**src/rtl/fifo_test_pkg.sv**
```systemverilog
// Shared definitions for the FIFO test slice: sequencer state encodings,
// handshake phases, default length and timeout widths.
package fifo_test_pkg;

   localparam int unsigned LEN_W = 12;
   localparam int unsigned TO_W  = 24;

   localparam logic [LEN_W-1:0] LEN_MAX_DEF = 12'hC;
   localparam logic [TO_W-1:0]  TIMEOUT_DEF = 24'hFFFFFF;

   // Sequencer states; the numeric values are shown on the status LEDs.
   typedef enum logic [2:0] {
      S_IDLE   = 3'd0,
      S_WR_REQ = 3'd1,
      S_WR_REL = 3'd2,
      S_RD_REQ = 3'd3,
      S_RD_REL = 3'd4,
      S_DONE   = 3'd5,
      S_ERR    = 3'd6
   } seq_state_t;

   // Phases of one 4-phase fs/fd handshake.
   typedef enum logic [1:0] {
      H_IDLE = 2'd0,
      H_REQ  = 2'd1,
      H_REL  = 2'd2
   } hs_phase_t;

endpackage

```
**src/rtl/fifo_seq_ctrl_hs_master.sv**
```systemverilog
// Generic 4-phase fs/fd handshake master with a per-phase timeout.
// ack/done/timeout are same-cycle indications so the sequencer can change
// state on the very edge the handshake advances.
module hs_master
   import fifo_test_pkg::*;
#(
   parameter logic [TO_W-1:0] TIMEOUT = TIMEOUT_DEF
) (
   input  logic clk,
   input  logic rst,
   input  logic go,
   input  logic fd,
   output logic fs,
   output logic ack,
   output logic done,
   output logic timeout
);

   localparam logic [TO_W-1:0] TO_LIM = TIMEOUT - TO_W'(1);

   hs_phase_t       phase;
   logic [TO_W-1:0] cnt;

   // Handshake progress indications; a real transition always beats a timeout.
   always_comb begin
      ack     = 1'b0;
      done    = 1'b0;
      timeout = 1'b0;
      ack     = (phase == H_REQ) && fs && fd;
      done    = (phase == H_REL) && !fd;
      timeout = (phase != H_IDLE) && !ack && !done && (cnt == TO_LIM);
   end

   // Phase register, registered fs and the per-phase timeout counter.
   // fs is held back while fd is still high so it never re-rises over a stale done.
   always_ff @(posedge clk) begin
      if (rst) begin
         phase <= H_IDLE;
         fs    <= 1'b0;
         cnt   <= '0;
      end else begin
         case (phase)
            H_IDLE: begin
               cnt <= '0;
               if (go) begin
                  phase <= H_REQ;
                  fs    <= !fd;
               end
            end
            H_REQ: begin
               if (ack) begin
                  phase <= H_REL;
                  fs    <= 1'b0;
                  cnt   <= '0;
               end else if (timeout) begin
                  phase <= H_IDLE;
                  fs    <= 1'b0;
                  cnt   <= '0;
               end else begin
                  if (!fs && !fd) begin
                     fs <= 1'b1;
                  end
                  cnt <= cnt + TO_W'(1);
               end
            end
            H_REL: begin
               if (done || timeout) begin
                  phase <= H_IDLE;
                  cnt   <= '0;
               end else begin
                  cnt <= cnt + TO_W'(1);
               end
            end
            default: begin
               phase <= H_IDLE;
               fs    <= 1'b0;
               cnt   <= '0;
            end
         endcase
      end
   end

endmodule

```
**src/rtl/fifo_seq_ctrl.sv**
```systemverilog
// Round sequencer for the FIFO test: launches a write handshake then a read
// handshake per key_go pulse, manages the transfer length and reports status.
module fifo_seq_ctrl
   import fifo_test_pkg::*;
#(
   parameter logic [LEN_W-1:0] LEN_MAX = LEN_MAX_DEF,
   parameter logic [TO_W-1:0]  TIMEOUT = TIMEOUT_DEF
) (
   input  logic        clk,
   input  logic        rst,
   input  logic        key_go,
   input  logic        key_len,
   output logic        fs_fw,
   input  logic        fd_fw,
   output logic        fs_fr,
   input  logic        fd_fr,
   output logic [11:0] data_len,
   output logic        busy,
   output logic        err,
   output logic [7:0]  rounds,
   output logic [2:0]  state
);

   seq_state_t st;

   logic go_wr;
   logic go_rd;
   logic wr_ack;
   logic wr_done;
   logic wr_to;
   logic rd_ack;
   logic rd_done;
   logic rd_to;

   // Handshake launches: write on a start key in IDLE, read once the write has released.
   always_comb begin
      go_wr = 1'b0;
      go_rd = 1'b0;
      go_wr = (st == S_IDLE) && key_go;
      go_rd = (st == S_WR_REL) && wr_done;
   end

   hs_master #(
      .TIMEOUT (TIMEOUT)
   ) u_hs_wr (
      .clk     (clk),
      .rst     (rst),
      .go      (go_wr),
      .fd      (fd_fw),
      .fs      (fs_fw),
      .ack     (wr_ack),
      .done    (wr_done),
      .timeout (wr_to)
   );

   hs_master #(
      .TIMEOUT (TIMEOUT)
   ) u_hs_rd (
      .clk     (clk),
      .rst     (rst),
      .go      (go_rd),
      .fd      (fd_fr),
      .fs      (fs_fr),
      .ack     (rd_ack),
      .done    (rd_done),
      .timeout (rd_to)
   );

   // Sequencer FSM with registered busy/err, round counter and length register.
   always_ff @(posedge clk) begin
      if (rst) begin
         st       <= S_IDLE;
         busy     <= 1'b0;
         err      <= 1'b0;
         rounds   <= '0;
         data_len <= LEN_MAX;
      end else begin
         case (st)
            S_IDLE: begin
               if (key_go) begin
                  st   <= S_WR_REQ;
                  busy <= 1'b1;
               end else if (key_len) begin
                  if (data_len <= LEN_W'(1)) begin
                     data_len <= LEN_MAX;
                  end else begin
                     data_len <= data_len - LEN_W'(1);
                  end
               end
            end
            S_WR_REQ: begin
               if (wr_ack) begin
                  st <= S_WR_REL;
               end else if (wr_to) begin
                  st   <= S_ERR;
                  busy <= 1'b0;
                  err  <= 1'b1;
               end
            end
            S_WR_REL: begin
               if (wr_done) begin
                  st <= S_RD_REQ;
               end else if (wr_to) begin
                  st   <= S_ERR;
                  busy <= 1'b0;
                  err  <= 1'b1;
               end
            end
            S_RD_REQ: begin
               if (rd_ack) begin
                  st <= S_RD_REL;
               end else if (rd_to) begin
                  st   <= S_ERR;
                  busy <= 1'b0;
                  err  <= 1'b1;
               end
            end
            S_RD_REL: begin
               if (rd_done) begin
                  st <= S_DONE;
               end else if (rd_to) begin
                  st   <= S_ERR;
                  busy <= 1'b0;
                  err  <= 1'b1;
               end
            end
            S_DONE: begin
               rounds <= rounds + 8'd1;
               busy   <= 1'b0;
               st     <= S_IDLE;
            end
            S_ERR: begin
               if (key_go) begin
                  st  <= S_IDLE;
                  err <= 1'b0;
               end
            end
            default: begin
               st   <= S_IDLE;
               busy <= 1'b0;
            end
         endcase
      end
   end

   assign state = st;

endmodule

```
**config.mk**
```make
export PLATFORM = sky130hd
export DESIGN_NAME = fifo_seq_ctrl
export DESIGN_NICKNAME = d
export VERILOG_FILES = /design/src/rtl/fifo_test_pkg.sv /design/src/rtl/fifo_seq_ctrl_hs_master.sv /design/src/rtl/fifo_seq_ctrl.sv
export SDC_FILE = /design/constraint.sdc
export NUM_CORES = 1
export LEC_CHECK = 0
export ABC_AREA = 0
export BUFFER_PORTS_ARGS = -buffer_cell sky130_fd_sc_hd__buf_2
export CORE_MARGIN = 1.5
export CORE_UTILIZATION = 23
export DETAILED_ROUTE_END_ITERATION = 7
export GPL_ROUTABILITY_DRIVEN = 0
export GPL_TIMING_DRIVEN = 0
export HOLD_SLACK_MARGIN = 0.03
export MAX_ROUTING_LAYER = met4
export PLACE_DENSITY = 0.34
export SKIP_LAST_GASP = 1
export SLEW_MARGIN = 10
export SYNTH_ARGS = -nofsm -noshare
export SYNTH_HDL_FRONTEND = slang
export SYNTH_SLANG_ARGS = --single-unit
```
**constraint.sdc**
```tcl
create_clock -name clk -period 3.15 [get_ports clk]
set_input_delay 0.7875 -clock clk [delete_from_list [all_inputs] [get_ports clk]]
set_output_delay 0.7875 -clock clk [all_outputs]
set_load 0.005 [all_outputs]
```
=== After elaboration in Yosys (flattened, before gate mapping) ===
Index checks and enable logic that the tools add are counted.

* Flip-flop bits (word level): 79
* Bits of input ports: 6
* Output and inout bits: 27
* Logic and storage cells: 140

* Add/subtract/negate cells: 4
* Magnitude comparators: 1
* Eq/ne operators: 26
* Muxes and demuxes: 54
* Bitwise operators: 4
* Reductions and logical operators: 40

{| class="wikitable"
|+ Operators by type and width
! operator !! number
|-
| 24-bit two-way mux || 6
|-
| 24-bit one-hot mux with 2 select lines || 2
|-
| 24-bit by 1-bit adder with 24-bit output (second input constant) || 2
|-
| 24-bit equality test (second input constant) || 2
|-
| 3-bit two-way mux || 8
|-
| 1-bit two-way mux || 22
|-
| 2-bit inequality test (second input constant) || 10
|-
| 3-bit one-hot mux with 6 select lines || 1
|-
| 1-bit logical AND || 16
|-
| 2-bit two-way mux || 8
|-
| 3-bit AND reduction || 5
|-
| 12-bit by 1-bit less-or-equal comparator with 1-bit output (second input constant) || 1
|-
| 12-bit two-way mux || 1
|-
| 2-bit one-hot mux with 3 select lines || 2
|-
| 6-bit AND reduction || 2
|-
| 12-bit by 1-bit subtractor with 12-bit output (second input constant) || 1
|-
| 3-bit equality test (second input constant) || 3
|-
| 8-bit by 1-bit adder with 8-bit output (second input constant) || 1
|-
| 1-bit zero test || 8
|-
| 3-bit by 2-bit equality test with 1-bit output (second input constant) || 2
|-
| 1-bit one-hot mux with 3 select lines || 2
|-
| 1-bit one-hot mux with 6 select lines || 1
|-
| 1-bit one-hot mux with 5 select lines || 1
|-
| 5-bit nonzero test || 1
|-
| other kinds (13) || 21
|}

=== Longest topological paths before layout ===
* Word-level depth: 10
* Depth in mapped cells: 8
* Gate-level depth less buffers: 7

=== Modules after synthesis ===
From an unflattened synthesis, not the netlist that was laid out.

* Cell total of the unflattened synthesis: 478
* Area total of the unflattened synthesis: 4107.7 µm²

{| class="wikitable"
|+ Modules (own cells, without submodules)
! module !! instances !! cells each !! area an instance (µm²) !! seq. area each (µm²)
|-
| fifo_seq_ctrl || 1 || 169 || 1398.8 || 500.5
|-
| hs_master (u_hs_rd) || 1 || 154 || 1375.1 || 540.5
|-
| hs_master (u_hs_wr) || 1 || 155 || 1333.8 || 540.5
|}

=== Worst setup path after synthesis ===
OpenSTA, ideal clock, no wires.

* Path type: input to register
* Start point: input fd_fr
* End point: register busy
* Setup time: 117 ps
* Data arrival time: 2409 ps
* Required time: 3033 ps
* Setup slack: 624 ps
* Stages: 5
* Buffers on the path: 0
* Cell sequence: and3_1 or4_4 or4_4 a21o_1 a32o_1

* Word-level cells in the longest chain between the ends: 8

{| class="wikitable"
|+ Ends and longest elaborated chain
! item !! RTL line !! text
|-
| from (decl) || fifo_seq_ctrl.sv:16 || <nowiki>input logic fd_fr,</nowiki>
|-
| 1-bit logical AND or 1-bit zero test (tied branches) || fifo_seq_ctrl_hs_master.sv:29, fifo_seq_ctrl_hs_master.sv:30 ||
|-
| 1-bit zero test or 1-bit logical AND (tied branches) || fifo_seq_ctrl_hs_master.sv:31, fifo_seq_ctrl_hs_master.sv:30 ||
|-
| 1-bit logical AND or 1-bit zero test (tied branches) || fifo_seq_ctrl_hs_master.sv:31 || <nowiki>timeout = (phase != H_IDLE) && !ack && !done && (cnt == TO_LIM);</nowiki>
|-
| 1-bit logical AND (2 in a row) || fifo_seq_ctrl_hs_master.sv:31 ||
|-
| 1-bit two-way mux || n/a ||
|-
| 1-bit two-way mux, on equally long branches || n/a ||
|-
| 1-bit one-hot mux with 6 select lines || n/a ||
|-
| to (signal assigned) || fifo_seq_ctrl.sv:73 || <nowiki>busy <= 1'b0;</nowiki>
|-
| to (signal assigned) || fifo_seq_ctrl.sv:82 || <nowiki>busy <= 1'b1;</nowiki>
|-
| to (signal assigned) || fifo_seq_ctrl.sv:96 || <nowiki>busy <= 1'b0;</nowiki>
|-
| to (decl) || fifo_seq_ctrl.sv:18 || <nowiki>output logic busy,</nowiki>
|}

Parallel ways exist; a longest one is shown, timed or not. The select of a mux whose other input is x is not followed.
A chain may end at the register's enable or synchronous reset.

=== Worst setup path in the final report ===
* Start point: register u_hs_wr.phase[1]
* End point: register u_hs_wr.cnt[9]

* Word-level cells in the longest chain between the ends: 10

{| class="wikitable"
|+ Ends and longest elaborated chain
! item !! RTL line !! text
|-
| from (decl) || fifo_seq_ctrl_hs_master.sv:21 || <nowiki>hs_phase_t phase;</nowiki>
|-
| from (signal assigned) || fifo_seq_ctrl_hs_master.sv:38 || <nowiki>phase <= H_IDLE;</nowiki>
|-
| from (signal assigned) || fifo_seq_ctrl_hs_master.sv:46 || <nowiki>phase <= H_REQ;</nowiki>
|-
| from (signal assigned) || fifo_seq_ctrl_hs_master.sv:52 || <nowiki>phase <= H_REL;</nowiki>
|-
| 2-bit by 1-bit equality test with 1-bit output || fifo_seq_ctrl_hs_master.sv:29, fifo_seq_ctrl_hs_master.sv:42 ||
|-
| 1-bit logical AND (2 in a row) || fifo_seq_ctrl_hs_master.sv:29 || <nowiki>ack = (phase == H_REQ) && fs && fd;</nowiki>
|-
| 1-bit zero test || fifo_seq_ctrl_hs_master.sv:31 ||
|-
| 1-bit logical AND (3 in a row) || fifo_seq_ctrl_hs_master.sv:31 ||
|-
| 24-bit two-way mux or 1-bit logical OR (tied branches) || fifo_seq_ctrl_hs_master.sv:55, fifo_seq_ctrl_hs_master.sv:67 ||
|-
| 24-bit two-way mux, on equally long branches || fifo_seq_ctrl_hs_master.sv:51, fifo_seq_ctrl_hs_master.sv:67 ||
|-
| 24-bit one-hot mux with 2 select lines (*) || fifo_seq_ctrl_hs_master.sv:42 || <nowiki>case (phase)</nowiki>
|-
| to (signal assigned) || fifo_seq_ctrl_hs_master.sv:63 || <nowiki>cnt <= cnt + TO_W'(1);</nowiki>
|-
| to (signal assigned) || fifo_seq_ctrl_hs_master.sv:71 || <nowiki>cnt <= cnt + TO_W'(1);</nowiki>
|-
| to (decl) || fifo_seq_ctrl_hs_master.sv:22 || <nowiki>logic [TO_W-1:0] cnt;</nowiki>
|}

Mark *: on every way between the ends. The rest lies on a longest branch, timed or not.

==> key figures <==
Route
  • Initial DRC Count: 133
  • Drt via density: around 4.5
  • DRC: 0
  • Via Count: approximately 3.3k
  • DR WL/cell: about 13 um
  • Post-Route WL: 9750 um
  • Drt pass-1 iters: 7
  • Post-DRT Antenna Nets: 0

Cells and area
  • Antenna diodes: 0
  • Design Area, Final: 4750 um2
  • Area growth syn-to-layout: 20.6%
  • Area of the multi-input gates: 2250 um2
  • Storage element area: 1580 um2
  • Net count, final: 530
  • Count of non-filler cells in the finished layout: 736
  • Share of cells above drive strength 1: about a tenth
  • Layout fillers: ~1.8k

STA
  • Fmax: 0.359 GHz
  • Final setup viols: 0
  • RSZ-0062 raised after global routing: no
  • Post-layout minimum cycle time: between 2 and 3 ns
  • Final Skew: roughly 0.006 ns
  • Final hold violations: 0
  • Setup TNS: 0 ns
  • Final Max Slew Viols: 0
  • Worst relative slew slack: 30.2%
  • Worst slew pin tran: 1.04 ns
  • Fin crit share: 88.4%

Hold path
  • Hold Crit Class: register to register

Critical path
  • CP Max Fanout: 10
  • CP top delay family: simple AND/OR/NAND/NOR gates
  • Cells along the critical path: inv_1, ha_1, and3_1, nor4_1, nand3_1, nand4b_1, clkbuf_1, nor2_1
  • Crit path DAT: between 2 and 3 ns
  • Buf/Inv on CP: 2
  • Critical Path Start Type: register
  • Largest stage delay, worst path: between 0.4 and 0.5 ns
  • CP max stage cell: nor4_1
  • Data required time of the worst path: around 3.4 ns
  • Worst setup path category: register to register
  • CP Capture Type: register

GRT
  • GRT overflow: 0
  • GRT Total Usage: roughly an eighth
  • Initial antenna violation count: 0
  • First-pass GRT wire length: 16300 um
  • Largest net degree at the start of global routing: 14
  • Vias in the first global route: 3227

Power and ir drop
  • Int Power: 1.95 mW
  • Total Power: between 2 and 2.5 mW
  • Net Sw Frac: 20.5%
  • Combinational cell fraction of total power: 4.2%
  • Worst VDD drop: 0.000230 V
  • Sequential share of power: a little over two fifths
  • PD cells: 515 nW/um2
  • Clock share of power: 54.1%
  • LEAKAGE: 1.68 nW
  • NetSw: 0.502 mW

Synth
  • Synth Cell Area: 3940 um2
  • Synth cell types: 46
  • Syn Nets: 488
  • Sequential element share of the synthesized area: 40.1%
  • Syn. warnings: 0
  • Post-Syn Area per Cell: 8.41 um2
  • Register bit total from synthesis: 79
  • Cells after synthesis: 469

Placed design
  • Number of port buffers: 31
  • Inst Count DP: 720
  • Dpl hpwl: 7160 um
  • Placement Cell Area: roughly 4400 um2

Outcome
  • Outcome: finished, final reports clean

Floorplan
  • Die area: 17900 um2
  • I/O pin count: 33
  • Die Wd: 134 um
  • Site Rows: 47
  • Starting density of the core: between 20% and 30%
  • Core Region: 16600 um2
  • Die Ht: approximately 130 um

Clock tree
  • Post-CTS Hold Buffers: 0
  • Clock Sink Count: just under 80
  • H-tree Lvls: 3
  • Total CTS buffers: 9
  • CTS resizes: 0
  • CTS root buffer: clkbuf_16
  • CTS tree: built
  • Max Buffers Root-to-Sink: 2
  • Clock Pin Slew Worst Setup and Hold Paths: 0.06 ns
  • Worst-Skew Late Latency: 0.34 ns
  • Setup repair bufs after CTS: 0

Job
  • Max-Cap Viols: 0
synthesized netlist by cell type (all sizes together):
master	count	area, um2
a22o	2	17.5
a32o	1	10.0
a41oi	1	8.76
nand3b	8	60.1
o2111ai	1	8.76
xor2	43	377
or3	2	12.5
a211oi	4	30.0
inv	13	48.8
nand4	19	125
a21oi	7	35.0
o2bb2ai	1	8.76
nor3	10	50.1
or2	1	6.26
a2111oi	2	17.5
a211o	1	8.76
and2	3	18.8
nand3	35	175
and4	10	87.6
nand4b	3	26.3
a31oi	3	18.8
o31a	1	8.76
or4	3	30.0
ha	13	163
buf	4	31.3
and3	8	50.1
o21ai	2	10.0
xnor2	19	166
nor4b	1	8.76
nor2b	7	43.8
dfxtp	79	1580
a21o	5	37.5
nand2	33	124
nor2	93	349
nor4	7	43.8
nand2b	7	43.8
clkbuf	9	33.8
a221oi	1	8.76
a21boi	1	7.51
o31ai	4	30.0
o221a	1	11.3
o211a	1	10.0
final timing paths:
check / slack, ns / from / to / depth (start not counted)
min: 0.48 / u_hs_wr.cnt[0] / u_hs_wr.cnt[0] / 1
max: 0.37 / u_hs_wr.phase[1] / u_hs_wr.cnt[9] / 8
max reg2reg: 0.37 / u_hs_wr.phase[1] / u_hs_wr.cnt[9] / 8
min reg2reg: 0.48 / u_hs_wr.cnt[0] / u_hs_wr.cnt[0] / 1
power by group through the flow:
stage | Combinational, mW | Clock [mW] | Sequential [mW]
after floorplan | 0.0675 | 0 | 1.04
after global placement | 0.105 | 0 | 1.04
after detailed placement | 0.104 | 0 | 1.04
after CTS | 0.104 | 1.37 | 1.02
after global routing | 0.116 | 1.41 | 1.02
final | 0.103 | 1.33 | 1.02
cells in the final DEF, fill, tap and decap left out, types with 3 or more instances in the layout:
cell type   n
nand3_1    35
nor2_1     93
and3_1      8
nand4_1    18
a31oi_1     3
buf_2      32
and4_1     10
dfxtp_1    79
a21o_1      5
inv_1      13
nand2b_1    7
xnor2_1    19
o31ai_1     4
nand4b_1    3
clkbuf_1    9
bufinv_16   4
clkbuf_16   9
ha_1       13
nor2b_1     7
and2_1      3
xor2_1     43
nor3_1     10
nand3b_1    8
a211oi_1    4
nor4_1      7
a21oi_1     7
nand2_1    33
sequential cells by signal, indices dropped and copies added, names as in the netlist, 2 cells and up:
name and count:
rounds 8, u_hs_rd.phase 2, u_hs_rd.cnt 24, data_len 12, u_hs_wr.phase 2, u_hs_wr.cnt 24, state 3
per-stage QoR:
stage	util [%]	hold slack, ns	setup slack [ns]
after floorplan	-	0.441	0.624
after global placement	26.3	0.460	0.126
after CTS	28.6	0.482	0.360
after global routing	28.6	0.513	0.0411
after detailed placement	26.3	0.467	0.135
final	28.6	0.480	0.365
kinds of logic after synthesis:
kind of cell	share of synthesized area (%)
buffers and inverters	2.89
XOR/XNOR	13.8
adder cells (fa/ha/maj)	4.12
AO/OA/AOI/OAI	7.30
AND/OR/NAND/NOR	31.8
flip-flops	40.1
routing by layer:
| layer | wire [um] | global-route usage [%] | up-vias | share of wire, % |
|---|---|---|---|---|
| li1 | - | - | 1716 | - |
| met2 | 4250 | 17.8 | 59 | 44 |
| met3 | 398 | 2.42 | 18 | 4.1 |
| met5 | 0 | - | - | 0 |
| met4 | 268 | 6.46 | 0 | 2.7 |
| met1 | 4840 | 15.0 | 1532 | 50 |
worst register-to-register path, cell delays in order, from the launching register on:
cell and delay, ns:
dfxtp_1 0.38, inv_1 0.08, ha_1 0.22, and3_1 0.23, nor4_1 0.48, nand3_1 0.34
nand4b_1 0.37, clkbuf_1 0.44, nor2_1 0.11
final cells by class:
type                    instances  share of cell area (%)
clock inverters                 5                    2.68
repair buffers                 31                    3.26
multi-input cells             364                    47.3
flip-flops and latches         79                    33.3
inverters                      13                    1.03
plain buffers                  13                    1.37
well taps                     220                    5.79
clock buffers                  11                    5.32
No activity file was read; power rests on OpenSTA's default activity.
